--- config.mk ---
export PLATFORM = sky130hd
export DESIGN_NAME = vx_writeback_arbiter
export DESIGN_NICKNAME = d
export VERILOG_FILES = /design/src/rtl/vx_writeback_arbiter.sv
export SDC_FILE = /design/constraint.sdc
export NUM_CORES = 1
export LEC_CHECK = 0
export ABC_CLOCK_PERIOD_IN_PS = 3550
export CORE_ASPECT_RATIO = 0.5
export CORE_UTILIZATION = 30
export DETAILED_ROUTE_END_ITERATION = 10
export HOLD_SLACK_MARGIN = 0.15
export PLACE_DENSITY = 0.67
export SYNTH_ARGS = -nofsm -noshare
export SYNTH_HDL_FRONTEND = slang
export SYNTH_SLANG_ARGS = --single-unit
export TNS_END_PERCENT = 20
--- constraint.sdc ---
create_clock -name clk -period 3.55 [get_ports clk]
set_input_delay 0.5325 -clock clk [delete_from_list [all_inputs] [get_ports clk]]
set_output_delay 0.5325 -clock clk [all_outputs]
set_load 0.02 [all_outputs]
--- src/rtl/vx_writeback_arbiter.sv ---
// ---------------------------------------------------------------------------
// vx_writeback_arbiter
//
// Shares the single register-file write port between NUM_REQ writeback
// sources (ALU, LSU, CSR/other) with round-robin arbitration. The winner's
// fields are registered (one cycle latency) and drive the register file's
// valid / write-enable / rd / data inputs plus the warp number that selects
// the bank.
//
// Ports:
//   clk                 clock, all state updates on posedge
//   reset_n             asynchronous active-low reset
//   req_valid[N]        per-requester writeback valid
//   req_ready[N]        per-requester accept, combinational, one-hot or zero
//   req_wb[N]           per-requester write_register flag
//   req_warp[N*W]       packed warp numbers, slice i = [W*i +: W]
//   req_rd[N*5]         packed destination registers
//   req_data[N*32]      packed write data
//   in_stall            warp-spawn register copy active, blocks all grants
//   out_valid           registered writeback valid
//   out_write_register  registered write enable (0 when rd == 0)
//   out_warp            registered warp number
//   out_rd              registered destination register
//   out_data            registered write data
//   out_grant_id        registered index of the winning requester
// ---------------------------------------------------------------------------
module vx_writeback_arbiter #(
  parameter int NUM_REQ   = 3,
  parameter int WARP_BITS = 3,
  parameter int REQ_BITS  = 2
) (
  input  logic                          clk,
  input  logic                          reset_n,
  input  logic [NUM_REQ-1:0]            req_valid,
  output logic [NUM_REQ-1:0]            req_ready,
  input  logic [NUM_REQ-1:0]            req_wb,
  input  logic [NUM_REQ*WARP_BITS-1:0]  req_warp,
  input  logic [NUM_REQ*5-1:0]          req_rd,
  input  logic [NUM_REQ*32-1:0]         req_data,
  input  logic                          in_stall,
  output logic                          out_valid,
  output logic                          out_write_register,
  output logic [WARP_BITS-1:0]          out_warp,
  output logic [4:0]                    out_rd,
  output logic [31:0]                   out_data,
  output logic [REQ_BITS-1:0]           out_grant_id
);

  // Unpacked views of the packed payload buses.
  logic [WARP_BITS-1:0] warp_arr [NUM_REQ];
  logic [4:0]           rd_arr   [NUM_REQ];
  logic [31:0]          data_arr [NUM_REQ];

  genvar gi;
  generate
    for (gi = 0; gi < NUM_REQ; gi++) begin : g_unpack
      assign warp_arr[gi] = req_warp[WARP_BITS*gi +: WARP_BITS];
      assign rd_arr[gi]   = req_rd[5*gi +: 5];
      assign data_arr[gi] = req_data[32*gi +: 32];
    end
  endgenerate

  logic [REQ_BITS-1:0] rr_ptr_reg;
  logic [REQ_BITS-1:0] rr_ptr_next;
  logic                grant_found;
  logic                grant_fire;
  logic [REQ_BITS-1:0] grant_idx;
  int                  scan_idx;

  // Scan rr_ptr, rr_ptr+1, ... with wrap-around; first valid index wins.
  // rr_ptr_reg is always < NUM_REQ, so one subtraction is enough to wrap.
  always_comb begin
    grant_found = 1'b0;
    grant_idx   = '0;
    scan_idx    = 0;
    for (int k = 0; k < NUM_REQ; k++) begin
      scan_idx = int'(rr_ptr_reg) + k;
      if (scan_idx >= NUM_REQ) begin
        scan_idx = scan_idx - NUM_REQ;
      end
      if (!grant_found && req_valid[scan_idx]) begin
        grant_found = 1'b1;
        grant_idx   = REQ_BITS'(scan_idx);
      end
    end
  end

  // Stall and reset suppress the grant combinationally, so ready drops in
  // the same cycle and nothing can be accepted that would then be lost.
  assign grant_fire = grant_found & ~in_stall & reset_n;

  always_comb begin
    req_ready = '0;
    if (grant_fire) begin
      req_ready[grant_idx] = 1'b1;
    end
  end

  always_comb begin
    rr_ptr_next = rr_ptr_reg;
    if (grant_fire) begin
      if (grant_idx == REQ_BITS'(NUM_REQ - 1)) begin
        rr_ptr_next = '0;
      end else begin
        rr_ptr_next = grant_idx + 1'b1;
      end
    end
  end

  always_ff @(posedge clk or negedge reset_n) begin
    if (!reset_n) begin
      rr_ptr_reg <= '0;
    end else begin
      rr_ptr_reg <= rr_ptr_next;
    end
  end

  // Output register. Payload fields hold between grants; only the valid and
  // write-enable strobes are cleared, so the register file never sees a
  // repeated write.
  always_ff @(posedge clk or negedge reset_n) begin
    if (!reset_n) begin
      out_valid          <= 1'b0;
      out_write_register <= 1'b0;
      out_warp           <= '0;
      out_rd             <= '0;
      out_data           <= '0;
      out_grant_id       <= '0;
    end else if (grant_fire) begin
      out_valid          <= 1'b1;
      // Writes to r0 are consumed but never committed.
      out_write_register <= req_wb[grant_idx] & (rd_arr[grant_idx] != 5'd0);
      out_warp           <= warp_arr[grant_idx];
      out_rd             <= rd_arr[grant_idx];
      out_data           <= data_arr[grant_idx];
      out_grant_id       <= grant_idx;
    end else begin
      out_valid          <= 1'b0;
      out_write_register <= 1'b0;
    end
  end

endmodule

==> Word-level counts from Yosys, hierarchy flattened <==
Cells that the tools add are included.
{ "word_totals": {"register_bits": 46} }
{ "classes": {"bitwise": 5, "n_eq_ne": 1, "reduce_logical": 6, "order_cmp": 9, "add_sub_neg": 6, "n_mux": 35} }
{ "op_table": {"columns": ["cell", "count"], "rows": [
  ["32-bit two-way mux", 5],
  ["32-bit by 4-bit less-than comparator with 1-bit output (second input constant)", 3],
  ["32-bit binary-select mux with 2-bit select", 1],
  ["1-bit two-way mux", 13],
  ["5-bit binary-select mux with 2-bit select", 1],
  ["5-bit two-way mux", 2],
  ["3-bit two-way mux", 3],
  ["1-bit binary-select mux with 2-bit select", 4],
  ["2-bit two-way mux", 4],
  ["3-bit by 2-bit subtractor with 4-bit output (second input constant)", 2],
  ["3-bit binary-select mux with 2-bit select", 1],
  ["3-bit by 2-bit greater-or-equal comparator with 1-bit output (second input constant)", 2],
  ["5-bit nonzero test", 1],
  ["2-bit by 1-bit adder with 3-bit output (second input constant)", 1],
  ["2-bit by 2-bit adder with 3-bit output (second input constant)", 1],
  ["1-bit bitwise AND", 3],
  ["3-bit greater-or-equal comparator (second input constant)", 1],
  ["1-bit logical AND", 3],
  ["2-bit by 3-bit less-than comparator with 1-bit output (second input constant)", 1],
  ["2-bit inverter with 3-bit output", 1],
  ["2-bit by 2-bit subtractor with 3-bit output (second input constant)", 1],
  ["2-bit by 1-bit adder with 2-bit output (second input constant)", 1],
  ["1-bit demux with 2-bit select", 1],
  ["2-bit == test (second input constant)", 1],
  ["other kinds (4)", 5]
]} }

==> Logic depth before layout (Yosys ltp) <==
{ "logic_depth": {"word_depth": 19, "mapped_depth": 12, "depth_no_buf": 9} }

==> Worst setup path after synthesis <==
OpenSTA, ideal clock, no wires.
{ "synth_timing": {"path_type": "register to output", "start": "register rr_ptr_reg[0]", "end": "output req_ready[1]", "slack_ns": 0.557, "required_ns": 3.017, "path_stages_with_launch": 9, "t_arrival_ns": 2.461, "path_cell_list": "dfrtp_1 > inv_1 > ha_1 > clkbuf_1 > o22a_1 > or4_4 > nand3_4 > buf_6 > nor3b_1"} }
{ "synth_between": {"elab_chain_cells": 17} }
{ "synth_lines": {"columns": ["item", "line_no", "text"], "rows": [
  ["from (decl)", "63", "logic [REQ_BITS-1:0] rr_ptr_reg;"],
  ["from (signal assigned)", "114", "rr_ptr_reg <= rr_ptr_next;"],
  ["branches (longest 16 deep; another with 3-bit by 2-bit subtractor with 4-bit output)", null, null],
  ["3-bit two-way mux (*)", "94", "if (grant_fire) begin"],
  ["to (decl)", "35", "output logic [NUM_REQ-1:0] req_ready,"]
]} }
Every way passes the cells marked *. The select of a mux whose other input is x is not followed.

==> Worst setup path in the final report <==
{ "layout_timing": {"start": "register rr_ptr_reg[0]", "end": "output req_ready[2]"} }
Same word-level chain as after synthesis.

==> key figures <==
STA
  – WHS: roughly 0.42 ns
  – Unrepaired setup endpoints after global routing: no
  – Worst Tran Pin Value: 0.585 ns
  – Slew Limit Headroom: between 60% and 70%
  – Layout Skew: 0.00282 ns
  – Setup total negative slack: 0 ns
  – Worst Slack Setup Final: around 0.14 ns
  – Setup violations, final: 0
  – Slew Viols, Final: 0
  – Fin. Hold Viols: 0
  – Final Cycle Share: between 90% and 100%
  – Period minus WS final: around 3.4 ns
  – Highest clock rate: 293 MHz

Clocking
  – CTS tree: done
  – Clk_lat worst skew: about 0.28 ns
  – Clk slew on worst S/H paths: around 0.06 ns
  – TritonCTS Buffers: 5
  – Clock root buffer: clkbuf_16
  – Setup bufs post-CTS: 0
  – Longest Clk Path Bufs: 2
  – # hold bufs at CTS: 0
  – TritonCTS sink count: 46
  – # H-tree levels: 2

Power and ir drop
  – Power per cell area: 837 nW/um^2
  – Maximum VDD drop: between 0.4 and 0.5 mV
  – Pleak: ~2.4 nW

Logic synthesis
  – Post-synthesis area per instance: 9.76 sq um
  – Gate Count Post-Synth: 295
  – Post-synth top area cell: dfrtp_1
  – Count of cell types in the netlist: 36
  – Sequential area share after synthesis: 40.0%
  – Top cells by area, synth: dfrtp_1, mux2i_1, a21o_1
  – Synth Flop Type: dfrtp_1
  – Yosys warning count: 0
  – Mapped Area: roughly 2900 sq um
  – EDFF count, synth: 0
  – Synth top cells by count: dfrtp_1, nor2_1, mux2i_1
  – Net count after synthesis: 428
  – #FFs+latches synth: 46
  – Ys async rst share: between 90% and 100%
  – Top-area cell type share of the netlist area: between 30% and 40%

Critical path
  – Setup crit end kind: output port
  – Crit path launch type: flip-flop
  – Setup CP Type: reg2out
  – R2r startpoint: rr_ptr_reg[0]
  – Crit path DAT: between 2 and 3 ns
  – Critical path required time: 3.02 ns
  – Crit Path Max Fanout: 12
  – Worst Setup SP: rr_ptr_reg[0]
  – Reg2reg path depth: 10

Finish
  – Nets@finish: 596
  – Inserted Diodes: 0
  – Post-route core utilization: 54.8%
  – Area grow syn2layout: 71.5%
  – Layout cells sized above 1: approximately 6.7%
  – Max reg flops: 32
  – Post-Layout Cell Count: approximately 580
  – Largest Register: out_data
  – # fillers: around 840
  – Largest registers: out_data x32, out_rd x5, out_warp x3

Place
  – Routability cong.: between 0.7 and 0.8
  – Placed Cells incl. Taps: between 500 and 600
  – Dpl ws: ~0.022 ns
  – I/O Buffers: roughly 180
  – Hpwl dp: approximately 6600 microns

Status
  – Status: finished clean

Die
  – IO Pins: around 180
  – Die area: 10000 sq um
  – Die width: around 140 microns
  – Die height: 71.3 microns
  – Core area: 9010 sq um
  – Initial Util: between 30% and 40%
  – Rows: 24

Routing
  – Routed via count: roughly 2800
  – Drt drc: 0
  – 1st-pass router iterations: 4
  – Post-route ant nets: 0
  – Avg Vias per Cell: around 4.8
  – DR WL/cell: 15.0 microns
  – Routed wire length: slightly below 9000 microns
  – DR iter-0 viols: around 120

GRT
  – Vias in the first global route: ~2700
  – Grt ovf: 0
  – First-pass GRT wire length: around 13000 microns
  – Total track usage: ~17%
  – Largest net degree at the start of global routing: 52
  – Initial antenna violation count: 0

Min path
  – Min-delay worst type: in2async

Job
  – Max-capacitance violation count: 0
## per-layer routing
metal  share of wire (%)  track usage, %  vias up
met5                   0               0        -
met4                0.48            3.02        0
met3                 4.6            4.14        4
met2                  51            32.2       63
met1                  44            20.8     1295
li1                    -               -     1419
## worst paths after layout
kind / to / slack, ns
max: req_ready[2] / 0.14
min: out_data[1] / 0.42
max reg2reg: out_write_register / 0.66
min reg2reg: out_data[16] / 0.47
max in group asynchronous: out_data[10] / 2.73
min in group clk: out_data[16] / 0.47
## repair_timing
action	4_1_cts	5_1_grt
gates resized for setup	3	5
cloned	0	0
endpoints found under the setup margin	2	2
endpoints found under the hold margin	0	0
## cells by family (layout without fill, tap and decap cells)
family / Yosys count / in the layout / share of synthesized area (%)
AOI/OAI and AO/OA: 97 / 97 / 25.0
and+or+nand+nor: 68 / 68 / 10.7
muxes: 48 / 48 / 16.8
DFF: 46 / 46 / 40.0
buffers and inverters: 32 / 201 / 5.74
adders and majority gates: 4 / 4 / 1.74
## power breakdown
| group | internal (mW) | switching (mW) |
|---|---|---|
| clock | 0.280 | 0.197 |
| combinational | 1.30 | 1.44 |
| sequential | 0.777 | 0.135 |
## final cells by class
class | instances | area [sq um] | area share, %
timing repair buffer | 187 | 1850 | 37.5
multi-input combinational | 217 | 1620 | 32.8
sequential | 46 | 1150 | 23.3
tap | 117 | 146 | 2.97
clock buffer | 7 | 143 | 2.89
inverter | 6 | 22.5 | 0.456
clock inverter | 1 | 5.00 | 0.101
## critical path: stages (launching register included)
cell             delay, ns
dfrtp_1               0.43
inv_1                 0.13
ha_4                  0.35
nand2_1               0.08
o22a_1                0.23
or4_4                 0.53
nand3_4               0.08
buf_4                 0.12
nor2_1                0.05
clkdlybuf4s50_1       0.58
## metrics by stage
stage	total power [mW]	instance area [sq um]
2_1_floorplan	2.66	2880
3_3_place_gp	3.61	4760
3_5_place_dp	3.64	4760
4_1_cts	4.14	4910
5_1_grt	4.43	4940
6_report	4.13	4940
## layout by cell type, fill, tap and decap left out, types with 2 or more instances in the layout
master,Yosys,final
nand3b_1,2,2
nor3b_1,2,2
inv_1,6,6
nand3_1,2,2
a211oi_1,37,37
a21o_1,39,39
mux2_2,3,3
ha_4,0,2
ha_1,4,2
nand2_1,9,9
o21ai_1,2,3
nor2_1,46,46
dfrtp_1,46,46
buf_4,7,11
mux2i_1,45,44
clkbuf_16,0,5
clkdlybuf4s50_1,0,172
o21ai_0,8,7
Note: power is estimated with default switching activity, not from simulation.
